--- config.mk ---
export PLATFORM = sky130hd
export DESIGN_NAME = stage_mem
export DESIGN_NICKNAME = d
export VERILOG_FILES = /design/src/rtl/stage_mem_pkg.sv /design/src/rtl/stage_mem.sv
export SDC_FILE = /design/constraint.sdc
export NUM_CORES = 1
export LEC_CHECK = 0
export ABC_AREA = 1
export CAP_MARGIN = 10
export CORE_MARGIN = 3
export CORE_UTILIZATION = 45
export CTS_CLUSTER_SIZE = 25
export DETAILED_ROUTE_END_ITERATION = 12
export PLACE_DENSITY = 0.93
export SLEW_MARGIN = 0
export SYNTH_ARGS = -nofsm -noshare
export SYNTH_HDL_FRONTEND = slang
export SYNTH_SLANG_ARGS = --single-unit
--- constraint.sdc ---
create_clock -name clk -period 4.26 [get_ports clk]
set_clock_uncertainty 0.2 [all_clocks]
set_input_delay 0.852 -clock clk [delete_from_list [all_inputs] [get_ports clk]]
set_output_delay 0.852 -clock clk [all_outputs]
set_load 0.01 [all_outputs]
--- src/rtl/stage_mem_pkg.sv ---
// Shared widths and FSM encoding for the memory-access pipeline stage.
package stage_mem_pkg;

   localparam int DEF_FULLW = 32;
   localparam int DEF_IDXW  = 4;

   typedef enum logic {
      MEM_IDLE = 1'b0,
      MEM_BUSY = 1'b1
   } mem_state_t;

endpackage

--- src/rtl/stage_mem.sv ---
// Memory stage: passes ALU results through in one cycle, or issues a word
// load/store on the dmem port and stalls EX until ack or timeout.
module stage_mem
   import stage_mem_pkg::*;
#(
   parameter int FULLW   = DEF_FULLW,
   parameter int IDXW    = DEF_IDXW,
   parameter int TIMEOUT = 255
) (
   input  logic             clk,
   input  logic             rst,
   input  logic [FULLW-1:0] alu_in,
   input  logic [FULLW-1:0] store_data_in,
   input  logic [IDXW-1:0]  rd_idx_in,
   input  logic             reg_we_in,
   input  logic             mem_we_in,
   input  logic             mem_re_in,
   input  logic             is_invalid_in,
   output logic             dmem_req,
   output logic             dmem_we,
   output logic [FULLW-3:0] dmem_addr,
   output logic [FULLW-1:0] dmem_wdata,
   input  logic [FULLW-1:0] dmem_rdata,
   input  logic             dmem_ack,
   output logic             stall_out,
   output logic [FULLW-1:0] wb_data_out,
   output logic [IDXW-1:0]  wb_idx_out,
   output logic             wb_we_out,
   output logic             is_invalid_out,
   output logic [FULLW-1:0] fwd_data_out,
   output logic [IDXW-1:0]  fwd_idx_out,
   output logic             fwd_valid_out,
   output logic             mem_err_out
);

   localparam logic [15:0] CNT_LAST = 16'(TIMEOUT - 1);

   mem_state_t       state, state_nxt;
   logic [15:0]      cnt;
   logic [FULLW-1:0] lat_alu;
   logic [IDXW-1:0]  lat_idx;
   logic             lat_rwe;
   logic             lat_store;
   logic             memop, start, ack_done, tmo;

   // Next state, stall, and the three event strobes that drive the datapath.
   always_comb begin
      memop     = ~is_invalid_in & (mem_we_in | mem_re_in);
      start     = 1'b0;
      ack_done  = 1'b0;
      tmo       = 1'b0;
      stall_out = 1'b0;
      state_nxt = state;
      case (state)
         MEM_IDLE: begin
            stall_out = memop;
            start     = memop;
            if (memop) state_nxt = MEM_BUSY;
         end
         MEM_BUSY: begin
            stall_out = 1'b1;
            if (dmem_ack) begin
               ack_done  = 1'b1;
               state_nxt = MEM_IDLE;
            end else if (cnt == CNT_LAST) begin
               tmo       = 1'b1;
               state_nxt = MEM_IDLE;
            end
         end
         default: state_nxt = MEM_IDLE;
      endcase
   end

   // State register.
   always_ff @(posedge clk) begin
      if (rst) state <= MEM_IDLE;
      else     state <= state_nxt;
   end

   // Wait counter: runs only while BUSY is waiting, zero otherwise.
   always_ff @(posedge clk) begin
      if (rst)                                     cnt <= '0;
      else if (state == MEM_BUSY && !ack_done && !tmo) cnt <= cnt + 16'd1;
      else                                         cnt <= '0;
   end

   // Memory request port; fields held steady for the whole access.
   always_ff @(posedge clk) begin
      if (rst) begin
         dmem_req   <= 1'b0;
         dmem_we    <= 1'b0;
         dmem_addr  <= '0;
         dmem_wdata <= '0;
      end else if (start) begin
         dmem_req   <= 1'b1;
         dmem_we    <= mem_we_in;
         dmem_addr  <= alu_in[FULLW-1:2];
         dmem_wdata <= store_data_in;
      end else if (ack_done || tmo) begin
         dmem_req   <= 1'b0;
         dmem_we    <= 1'b0;
      end
   end

   // Capture the instruction at entry; EX is held but never re-sampled.
   always_ff @(posedge clk) begin
      if (rst) begin
         lat_alu   <= '0;
         lat_idx   <= '0;
         lat_rwe   <= 1'b0;
         lat_store <= 1'b0;
      end else if (start) begin
         lat_alu   <= alu_in;
         lat_idx   <= rd_idx_in;
         lat_rwe   <= reg_we_in;
         lat_store <= mem_we_in;   // store wins when both we and re are set
      end
   end

   // Writeback bundle and sticky timeout flag.
   always_ff @(posedge clk) begin
      if (rst) begin
         wb_data_out    <= '0;
         wb_idx_out     <= '0;
         wb_we_out      <= 1'b0;
         is_invalid_out <= 1'b1;
         mem_err_out    <= 1'b0;
      end else if (state == MEM_IDLE) begin
         if (memop) begin
            wb_we_out      <= 1'b0;
            is_invalid_out <= 1'b1;
         end else begin
            wb_data_out    <= alu_in;
            wb_idx_out     <= rd_idx_in;
            wb_we_out      <= reg_we_in & ~is_invalid_in;
            is_invalid_out <= is_invalid_in;
         end
      end else if (ack_done) begin
         wb_data_out    <= lat_store ? lat_alu : dmem_rdata;
         wb_idx_out     <= lat_idx;
         wb_we_out      <= lat_rwe;
         is_invalid_out <= 1'b0;
      end else if (tmo) begin
         wb_we_out      <= 1'b0;
         is_invalid_out <= 1'b1;
         mem_err_out    <= 1'b1;
      end
   end

   assign fwd_data_out  = wb_data_out;
   assign fwd_idx_out   = wb_idx_out;
   assign fwd_valid_out = wb_we_out & ~is_invalid_out;

endmodule

==> results.tsv, run 1 <==
stage	metric	value	unit
outcome	status	completed	
placement	RePlAce Congestion	0.8507	
power_and_ir_drop	sw frac	25.95	%
floorplan	DIE AREA	14260	µm²
critical_path	Critical Path RT	3.21	ns
clock_network	cts repair resizes	0	
sta	Tmin final	3.328	ns
clock_network	Worst-Skew Late Latency	0.41	ns
sta	final setup violating endpoints	0	
synth	Post-synth ARST share	0	%
routing	initial DRC count	491	
routing	drt total wl	17190	µm
routing	ANT nets after route	0	
synth	top cell type by total area after synthesis	dfxtp_1	
layout	Ant. Diodes	0	
global_routing	first-pass GRT wire length	26940	µm
worst_hold_path	HP Class	reg -> reg	
global_routing	GRT Total Usage	23.49	%
sta	RSZ-0062 raised after global routing	no	
placement	Placed Area	7791	µm²
floorplan	Die Span Y	119.4	µm
synth	Top FF cell, synth	dfxtp_1	
critical_path	slowest stage delay, CP	0.62	ns
sta	Setup TNS	0	ns
power_and_ir_drop	internal cell power	2.617	mW
job	Max-Cap Viols	0	
floorplan	starting density of the core	47.01	%
power_and_ir_drop	LEAKAGE	3.245	nW
global_routing	vias in the first global route	5474	
clock_network	Setup Buffers After CTS	0	
routing	final routed DRC violation total	0	
sta	Slew Limit Fails	0	
synth	Post-synth top cells	nor2_1 (147), nand2_1 (143), dfxtp_1 (128), o21ai_0 (101), buf_4 (68)	
clock_network	CTS root buffer	clkbuf_16	
synth	most instantiated library cell after synthesis	nor2_1	
clock_network	Reg clk slew, reported paths	0.06	ns
power_and_ir_drop	overall power	3.535	mW
sta	Worst Tran Pin Value	1.045	ns
critical_path	startpoint types	register	
routing	Detailed Routing Iterations Pass 1	6	
global_routing	largest net degree at the start of global routing	73	
synth	EDFF count, synth	0	
power_and_ir_drop	combinational share of power	18.8	%
floorplan	core area	12310	µm²
layout	fin nets	1056	
synth	largest cells by area after synthesis	dfxtp_1 (44%), nor2_1 (9.5%), nand2_1 (9.3%)	
placement	DP Cell Count	1096	
global_routing	initial antenna violation count	0	
clock_network	cts hold-fix bufs	0	
floorplan	Die W	119.4	µm
sta	Final Cycle Share	78.12	%
synth	synthesized cell area	5788	µm²
synth	Synth Register Bits	128	
clock_network	CTS Buf Count	17	
power_and_ir_drop	clock share of power	42.9	%
sta	final hold violation count	0	
power_and_ir_drop	power density cells	420.1	nW/µm²
layout	fin area	8414	µm²
synth	syn_area_per_cell	7.317	µm²
clock_network	CTS tree	done	
placement	post-DP HPWL	11390	µm
layout	Util after Layout	68.34	%
sta	Max-slew headroom	30.27	%
synth	post-synth top area share	44.27	%
routing	via-per-instance ratio	5.112	
floorplan	Ports	248	
routing	DR WL/cell	15.24	µm
layout	Area Growth Syn to Fin	45.37	%
critical_path	Critical-path top delay cell	dfxtp_1	
clock_network	clock sink count	128	
power_and_ir_drop	Worst VDD drop	321.1	µV
floorplan	row count	40	
layout	fin cells	1128	
power_and_ir_drop	Sequential Power Share	38.3	%
critical_path	CP arrival	2.28	ns
clock_network	H-Tree Level Count	4	
synth	post-synth cell types	35	
global_routing	GRT overflow	0	
critical_path	worst-path cell chain	inv_4 -> nand2_2 -> clkdlybuf4s50_1	
critical_path	critical path peak fanout	71	
synth	Synth Warn #	0	
synth	Post-Synthesis Cells	791	
critical_path	crit end category	output port	
critical_path	critical path class	reg -> out	
synth	Net Count, Synth	900	
synth	sequential element share of the synthesized area	44.27	%
placement	I/O Buffers	247	
power_and_ir_drop	switching pwr	917.2	µW
routing	total number of vias	5766	
clock_network	deepest clock path buffer count	2	
layout	layout cells sized above 1	6.146	%
sta	highest clock rate	300.5	MHz
==> routing by layer <==
metal	track usage, %	share of wire, %	vias up
li1	-	-	2843
met1	27.48	40	2606
met2	39.03	49	285
met3	7.217	8.4	32
met4	11.45	2.4	0
met5	0	0	-
==> stage by stage <==
step	hold slack, ns	setup slack (ns)
6_report	0.2610	0.9320
5_1_grt	0.2824	0.8211
4_1_cts	0.2612	0.9178
3_5_place_dp	0.2523	0.9149
3_3_place_gp	0.2404	0.9690
2_1_floorplan	0.2409	2.037
==> path summary, 6_finish.rpt <==
path	start	endpoint	slack, ns	cells past startpoint
setup / recovery	state	stall_out	0.93	3
hold / removal	mem_err_out	mem_err_out	0.26	2
setup reg to reg	state	fwd_data_out[13]	1.73	5
hold reg to reg	mem_err_out	mem_err_out	0.26	2
==> area by class of cell <==
class | count | area [µm²]
multi-input cells | 522 | 2401
well taps | 168 | 210.2
flip-flops and latches | 128 | 2562
fillers | 986 | 3897
clock buffers | 20 | 466.7
inverters | 26 | 100.1
repair buffers | 252 | 2517
clock inverters | 12 | 156.4
==> registers in the layout, summed over array words and instances, names as in the netlist, 2 cells and up <==
| signal | cells |
|---|---|
| cnt | 16 |
| dmem_addr | 30 |
| fwd_data_out | 32 |
| lat_idx | 4 |
| fwd_idx_out | 4 |
| dmem_wdata | 32 |
| lat_alu | 2 |
==> power groups by stage <==
stage	Combinational [mW]	Sequential [mW]	Clock, mW
2_1_floorplan	0.318	1.39	0
3_3_place_gp	0.655	1.37	0
3_5_place_dp	0.668	1.38	0
4_1_cts	0.671	1.35	1.54
5_1_grt	0.720	1.37	1.60
6_report	0.666	1.35	1.52
==> cells by family (layout without fill, tap and decap cells) <==
| group | after synthesis | in the layout | synth area share, % |
|---|---|---|---|
| buf+inv | 141 | 310 | 14.25 |
| xor+xnor | 3 | 3 | 0.4540 |
| compound gates | 191 | 191 | 17.53 |
| fa+ha+maj | 2 | 2 | 0.4323 |
| flops | 128 | 128 | 44.27 |
| simple gates | 326 | 326 | 23.07 |
==> layout by cell type, fill, tap and decap left out, types with 11 or more instances in the layout <==
cell type          n
dfxtp_1          128
inv_1             22
a21oi_1           47
clkbuf_16         17
nor2_1           147
nand2_1          143
nand3_1           11
clkdlybuf4s50_1  246
a31oi_1           36
o21ai_0          101
==> worst max-delay path: cells and delay by family, from the launching register on <==
family	cells	cell delay, ns
simple gates	1	0.24
buf+inv	2	0.94
flops	1	0.62
No activity file was read; power rests on OpenSTA's default activity.
==> run 2: changes to the inputs <==
--- a/config.mk
+++ b/config.mk
@@ -8,10 +8,10 @@
 export ABC_AREA = 1
 export CAP_MARGIN = 10
 export CORE_MARGIN = 3
-export CORE_UTILIZATION = 45
+export CORE_UTILIZATION = 43
 export CTS_CLUSTER_SIZE = 25
 export DETAILED_ROUTE_END_ITERATION = 12
-export PLACE_DENSITY = 0.93
+export PLACE_DENSITY = 0.9
 export SLEW_MARGIN = 0
 export SYNTH_ARGS = -nofsm -noshare
 export SYNTH_HDL_FRONTEND = slang
==> constraint.sdc (replaced) <==
create_clock -name clk -period 3.48 [get_ports clk]
set_clock_uncertainty 0.2 [all_clocks]
set_input_delay 0.696 -clock clk [delete_from_list [all_inputs] [get_ports clk]]
set_output_delay 0.696 -clock clk [all_outputs]
set_load 0.01 [all_outputs]
==> run 2 against run 1 <==
Against the previous run:
- clock power increased by 18%
- final area about the same
- worst hold slack better by 0.0021 ns
- clock-buffer cell count did not move
- largest cell class unchanged
- final cell count increased by 0.44%
==> results.tsv, run 2 (synthesized netlist as in run 1, its figures left out) <==
stage	metric	value	unit	change
power_and_ir_drop	Worst VDD drop	344.7	µV	+7.4%
routing	total number of vias	5774		+0.14%
power_and_ir_drop	LEAKAGE	3.250	nW	+0.16%
power_and_ir_drop	sw frac	25.80	%	-0.15 points
power_and_ir_drop	Sequential Power Share	38.8	%	+0.5 points
layout	Util after Layout	65.29	%	-3.1 points
critical_path	CP arrival	2.10	ns	-0.18 ns
job	Max-Cap Viols	0		unchanged
clock_network	CTS tree	done		
clock_network	clock sink count	128		unchanged
layout	fin nets	1058		+0.19%
critical_path	crit end category	output port		
sta	Final Cycle Share	86.15	%	
clock_network	Setup Buffers After CTS	0		unchanged
critical_path	Critical Path RT	2.58	ns	-0.63 ns
layout	FF+latch area	2562	µm²	unchanged
layout	fill count	1044		+5.9%
layout	commonest non-fill, non-tap cell in the layout	clkdlybuf4s50_1		
global_routing	vias in the first global route	5568		+1.7%
floorplan	row count	41		+2.5%
routing	final routed DRC violation total	0		unchanged
global_routing	first-pass GRT wire length	27460	µm	+1.9%
critical_path	Crit Reg-Reg Startpoint	state		
critical_path	Critical path origin	mem_we_in		
global_routing	initial antenna violation count	0		unchanged
critical_path	slowest stage delay, CP	0.56	ns	-0.06 ns
layout	fin cells	1133		+0.44%
global_routing	GRT overflow	0		unchanged
clock_network	CTS Buf Count	17		unchanged
clock_network	deepest clock path buffer count	2		unchanged
sta	Worst Tran Pin Value	1.042	ns	-0.002502 ns
floorplan	core area	12880	µm²	+4.6%
layout	Area Growth Syn to Fin	45.24	%	about the same
layout	most frequent cells in the layout	clkdlybuf4s50_1 (246), nor2_1 (147), nand2_1 (143)		
routing	DR WL/cell	15.38	µm	+0.98%
floorplan	Die W	122.0	µm	+2.2%
placement	I/O Buffers	247		unchanged
critical_path	critical path class	in -> out		
clock_network	Reg clk slew, reported paths	0.06	ns	about the same
global_routing	largest net degree at the start of global routing	73		unchanged
layout	layout cells sized above 1	6.139	%	-0.0064 points
routing	drt total wl	17430	µm	+1.4%
routing	ANT nets after route	0		unchanged
floorplan	Ports	248		unchanged
placement	DP Cell Count	1102		+0.55%
critical_path	startpoint types	primary input		
power_and_ir_drop	switching pwr	1.104	mW	+20%
sta	Max-slew headroom	30.44	%	+0.17 points
clock_network	cts repair resizes	0		unchanged
layout	footprint of the multi-input gates	2401	µm²	unchanged
floorplan	starting density of the core	44.95	%	-2.1 points
worst_hold_path	hold_sp	lat_idx[3]		
sta	highest clock rate	333.5	MHz	
routing	Detailed Routing Iterations Pass 1	5		-1
placement	RePlAce Congestion	0.8410		-1.1%
clock_network	Worst-Skew Late Latency	0.41	ns	about the same
power_and_ir_drop	internal cell power	3.174	mW	+21%
critical_path	worst-path cell chain	clkdlybuf4s50_1 -> inv_1 -> nand2_1 -> nand2_1 -> nand2_2 -> clkdlybuf4s50_1		
outcome	status	completed		
floorplan	Die Span Y	122.0	µm	+2.2%
critical_path	Critical-path top delay cell	clkdlybuf4s50_1		
floorplan	DIE AREA	14890	µm²	+4.4%
sta	RSZ-0062 raised after global routing	no		
placement	post-DP HPWL	11590	µm	+1.8%
clock_network	H-Tree Level Count	4		unchanged
layout	Ant. Diodes	0		unchanged
sta	Slew Limit Fails	0		unchanged
sta	Setup TNS	0	ns	unchanged
sta	final setup violating endpoints	0		unchanged
worst_hold_path	HP Class	reg -> reg		
power_and_ir_drop	combinational share of power	19.1	%	+0.3 points
clock_network	cts hold-fix bufs	0		unchanged
routing	initial DRC count	387		-21%
power_and_ir_drop	power density cells	508.8	nW/µm²	+21%
routing	via-per-instance ratio	5.096		-0.30%
clock_network	CTS root buffer	clkbuf_16		
sta	final hold violation count	0		unchanged
sta	Tmin final	2.998	ns	
power_and_ir_drop	clock share of power	42.1	%	-0.8 points
global_routing	GRT Total Usage	23.25	%	-0.24 points
critical_path	critical path peak fanout	3		-96%
==> run 2: cell count changes in the layout (fill, tap and decap cells not counted), sizes merged <==
cell and change:
clkinv +3, buf +2, clkinvlp -2, inv -2
==> run 2: worst paths after layout <==
| kind | slack, ns | depth (start not counted) | endpoint |
|---|---|---|---|
| min reg2reg | 0.26 | 2 | lat_idx[3] |
| max | 0.48 | 6 | stall_out |
| min | 0.26 | 2 | lat_idx[3] |
| max reg2reg | 1.24 | 5 | cnt[5] |
==> run 2: metrics by stage <==
stage | area [µm²] | power, mW | hold WS [ns] | setup WS, ns
after detailed placement | 7811 | 2.507 | 0.2526 | 0.4729
final | 8407 | 4.278 | 0.2630 | 0.4819
after global routing | 8407 | 4.455 | 0.2752 | 0.4023
after floorplan | 5788 | 2.096 | 0.2409 | 1.569
after CTS | 8407 | 4.304 | 0.2626 | 0.4689
after global placement | 7811 | 2.489 | 0.2406 | 0.4978
==> run 2: cell type report <==
cell class              instances  share of cell area (%)
well taps                     172                   2.560
clock inverters                11                   1.652
flip-flops and latches        128                   30.48
inverters                      26                   1.191
repair buffers                254                   30.12
clock buffers                  20                   5.432
multi-input cells             522                   28.56
==> run 2: critical path, delay by kind of cell <==
kind / cells / cell delay, ns
buffers and inverters: 3 / 1.11
AND/OR/NAND/NOR: 3 / 0.30
==> run 2: power by group through the flow <==
| stage | combinational (mW) | clock, mW | sequential (mW) |
|---|---|---|---|
| after CTS | 0.823 | 1.82 | 1.66 |
| after global placement | 0.804 | 0 | 1.68 |
| final | 0.817 | 1.80 | 1.66 |
| after floorplan | 0.390 | 0 | 1.71 |
| after detailed placement | 0.819 | 0 | 1.69 |
| after global routing | 0.887 | 1.90 | 1.67 |
==> run 2: routing by layer <==
layer	share of wire, %	vias up	GRT usage [%]
met5	0	-	0
met3	8.5	19	7.428
met1	39	2687	26.83
li1	-	2837	-
met2	51	231	40.78
met4	1.1	0	7.563
==> run 3: changes to the inputs <==
--- a/config.mk
+++ b/config.mk
@@ -12,6 +12,7 @@
 export CTS_CLUSTER_SIZE = 25
 export DETAILED_ROUTE_END_ITERATION = 12
 export PLACE_DENSITY = 0.9
+export RECOVER_POWER = 50
 export SLEW_MARGIN = 0
 export SYNTH_ARGS = -nofsm -noshare
 export SYNTH_HDL_FRONTEND = slang
==> run 3 against run 2 <==
Against the previous run:
- via count fell by 0.14%
- power shrank 1.3%
- wire length fell by 0.28%
- sequential cell count unchanged
- first-iteration DRC count grew 0.78%
- sequential share of layout area barely moved
- core utilization is essentially flat
- largest cell class unchanged
- clock-buffer cell count stayed put
- global-route usage unchanged
- maximum frequency about the same
- sequential power is essentially flat
==> results.tsv, run 3 (synthesized netlist as in run 1, its figures left out) <==
stage	metric	value	unit	change
routing	ANT nets after route	0		unchanged
critical_path	critical path peak fanout	3		unchanged
routing	total number of vias	5766		-0.14%
layout	fill count	1045		+0.096%
layout	Ant. Diodes	0		unchanged
floorplan	DIE AREA	14890	µm²	unchanged
placement	pre-CTS setup slack	0.4729	ns	unchanged
critical_path	worst setup path end	stall_out		
critical_path	Critical Path RT	2.58	ns	about the same
sta	Final Cycle Share	86.23	%	about the same
floorplan	starting density of the core	44.95	%	unchanged
outcome	status	completed		
global_routing	GRT Total Usage	23.25	%	unchanged
routing	DR WL/cell	15.34	µm	-0.28%
global_routing	vias in the first global route	5568		unchanged
placement	post-DP HPWL	11590	µm	unchanged
routing	drt total wl	17380	µm	-0.28%
clock_network	H-Tree Level Count	4		unchanged
clock_network	Reg clk slew, reported paths	0.06	ns	about the same
clock_network	CTS tree	done		
clock_network	deepest clock path buffer count	2		unchanged
critical_path	startpoint types	primary input		
job	Max-Cap Viols	0		unchanged
routing	initial DRC count	390		+0.78%
sta	Worst Tran Pin Value	1.477	ns	+0.4351 ns
sta	Slew Limit Fails	0		unchanged
placement	RePlAce Congestion	0.8410		unchanged
critical_path	crit end category	output port		
placement	I/O Buffers	247		unchanged
layout	Area Growth Syn to Fin	45.20	%	about the same
sta	RSZ-0062 raised after global routing	no		
power_and_ir_drop	LEAKAGE	3.548	nW	+9.2%
floorplan	core area	12880	µm²	unchanged
layout	FF+latch area	2562	µm²	unchanged
layout	fin nets	1058		unchanged
critical_path	Critical path origin	mem_we_in		
layout	layout cells sized above 1	6.035	%	-0.10 points
routing	via-per-instance ratio	5.089		-0.14%
global_routing	first-pass GRT wire length	27460	µm	unchanged
global_routing	largest net degree at the start of global routing	73		unchanged
sta	final hold violation count	0		unchanged
sta	Max-slew headroom	1.505	%	-29 points
routing	Detailed Routing Iterations Pass 1	5		unchanged
critical_path	Crit Reg-Reg Startpoint	state		
clock_network	CTS Buf Count	17		unchanged
critical_path	FF-to-FF End	cnt[5]		
floorplan	Die Span Y	122.0	µm	unchanged
critical_path	critical path class	in -> out		
layout	most frequent cells in the layout	nor2_1 (147), nand2_1 (143), dfxtp_1 (128), dlygate4sd3_1 (128), clkdlybuf4s50_1 (118)		
layout	footprint of the multi-input gates	2401	µm²	unchanged
clock_network	cts hold-fix bufs	0		unchanged
floorplan	Ports	248		unchanged
critical_path	R2R cell count	5		unchanged
power_and_ir_drop	Worst VDD drop	340.9	µV	-1.1%
critical_path	CP arrival	2.10	ns	about the same
clock_network	Worst-Skew Late Latency	0.41	ns	about the same
sta	Tmin final	3.001	ns	+0.002725 ns
sta	Setup TNS	0	ns	unchanged
clock_network	CTS root buffer	clkbuf_16		
clock_network	Setup Buffers After CTS	0		unchanged
floorplan	Die W	122.0	µm	unchanged
layout	commonest non-fill, non-tap cell in the layout	nor2_1		
sta	post-route setup slack	0.4791	ns	-0.002725 ns
sta	highest clock rate	333.2	MHz	about the same
clock_network	cts repair resizes	0		unchanged
routing	final routed DRC violation total	0		unchanged
critical_path	r2r setup slk	0.58	ns	-0.66 ns
global_routing	GRT overflow	0		unchanged
placement	Placed Area	7811	µm²	unchanged
floorplan	row count	41		unchanged
layout	fin area	8404	µm²	about the same
clock_network	clock sink count	128		unchanged
power_and_ir_drop	power density cells	502.5	nW/µm²	-1.2%
global_routing	initial antenna violation count	0		unchanged
worst_hold_path	HP Class	reg -> reg		
sta	final setup violating endpoints	0		unchanged
-- run 3: worst min-delay path by stage --
stage	depth (start not counted)	from	end	slack, ns
2_1_floorplan	2	lat_alu[0]	lat_alu[0]	0.24
3_3_place_gp	2	mem_err_out	mem_err_out	0.24
3_5_place_dp	2	mem_err_out	mem_err_out	0.25
4_1_cts	2	mem_err_out	mem_err_out	0.26
5_1_grt	2	mem_err_out	mem_err_out	0.27
6_report	2	mem_err_out	mem_err_out	0.26
-- run 3: layout make-up --
cell class | instances | area share, %
clock buffers | 20 | 5.434
clock inverters | 11 | 1.653
inverters | 26 | 1.191
multi-input cells | 522 | 28.57
flip-flops and latches | 128 | 30.49
well taps | 172 | 2.561
repair buffers | 254 | 30.10
-- run 3: per-layer routing --
layer / vias up / global-route usage (%) / part of all wire (%)
li1: 2838 / - / -
met1: 2665 / 26.83 / 39
met2: 246 / 40.78 / 51
met3: 17 / 7.428 / 8.9
met4: 0 / 7.563 / 1.1
met5: - / 0 / 0
-- run 3: power by group --
group	internal (mW)	total [mW]	switching, mW
Sequential	1.58	1.65	0.0738
Clock	1.15	1.80	0.648
Combinational	0.393	0.768	0.376
Total	3.13	4.22	1.10
-- run 3: stage by stage --
stage                     util, %  hold WS, ns  total power, mW  instances
after global placement      60.66       0.2406            2.489       1102
after CTS                   65.29       0.2626            4.304       1133
after global routing        65.27       0.2722            4.401       1133
final                       65.27       0.2628            4.223       1133
after floorplan                 -       0.2409            2.096        791
after detailed placement    60.66       0.2526            2.507       1102
-- run 3: worst max-delay path, stage by stage --
cell	delay (ns)
clkdlybuf4s50_1	0.50
inv_1	0.05
nand2_1	0.07
nand2_1	0.11
nand2_2	0.12
clkdlybuf4s50_1	0.56
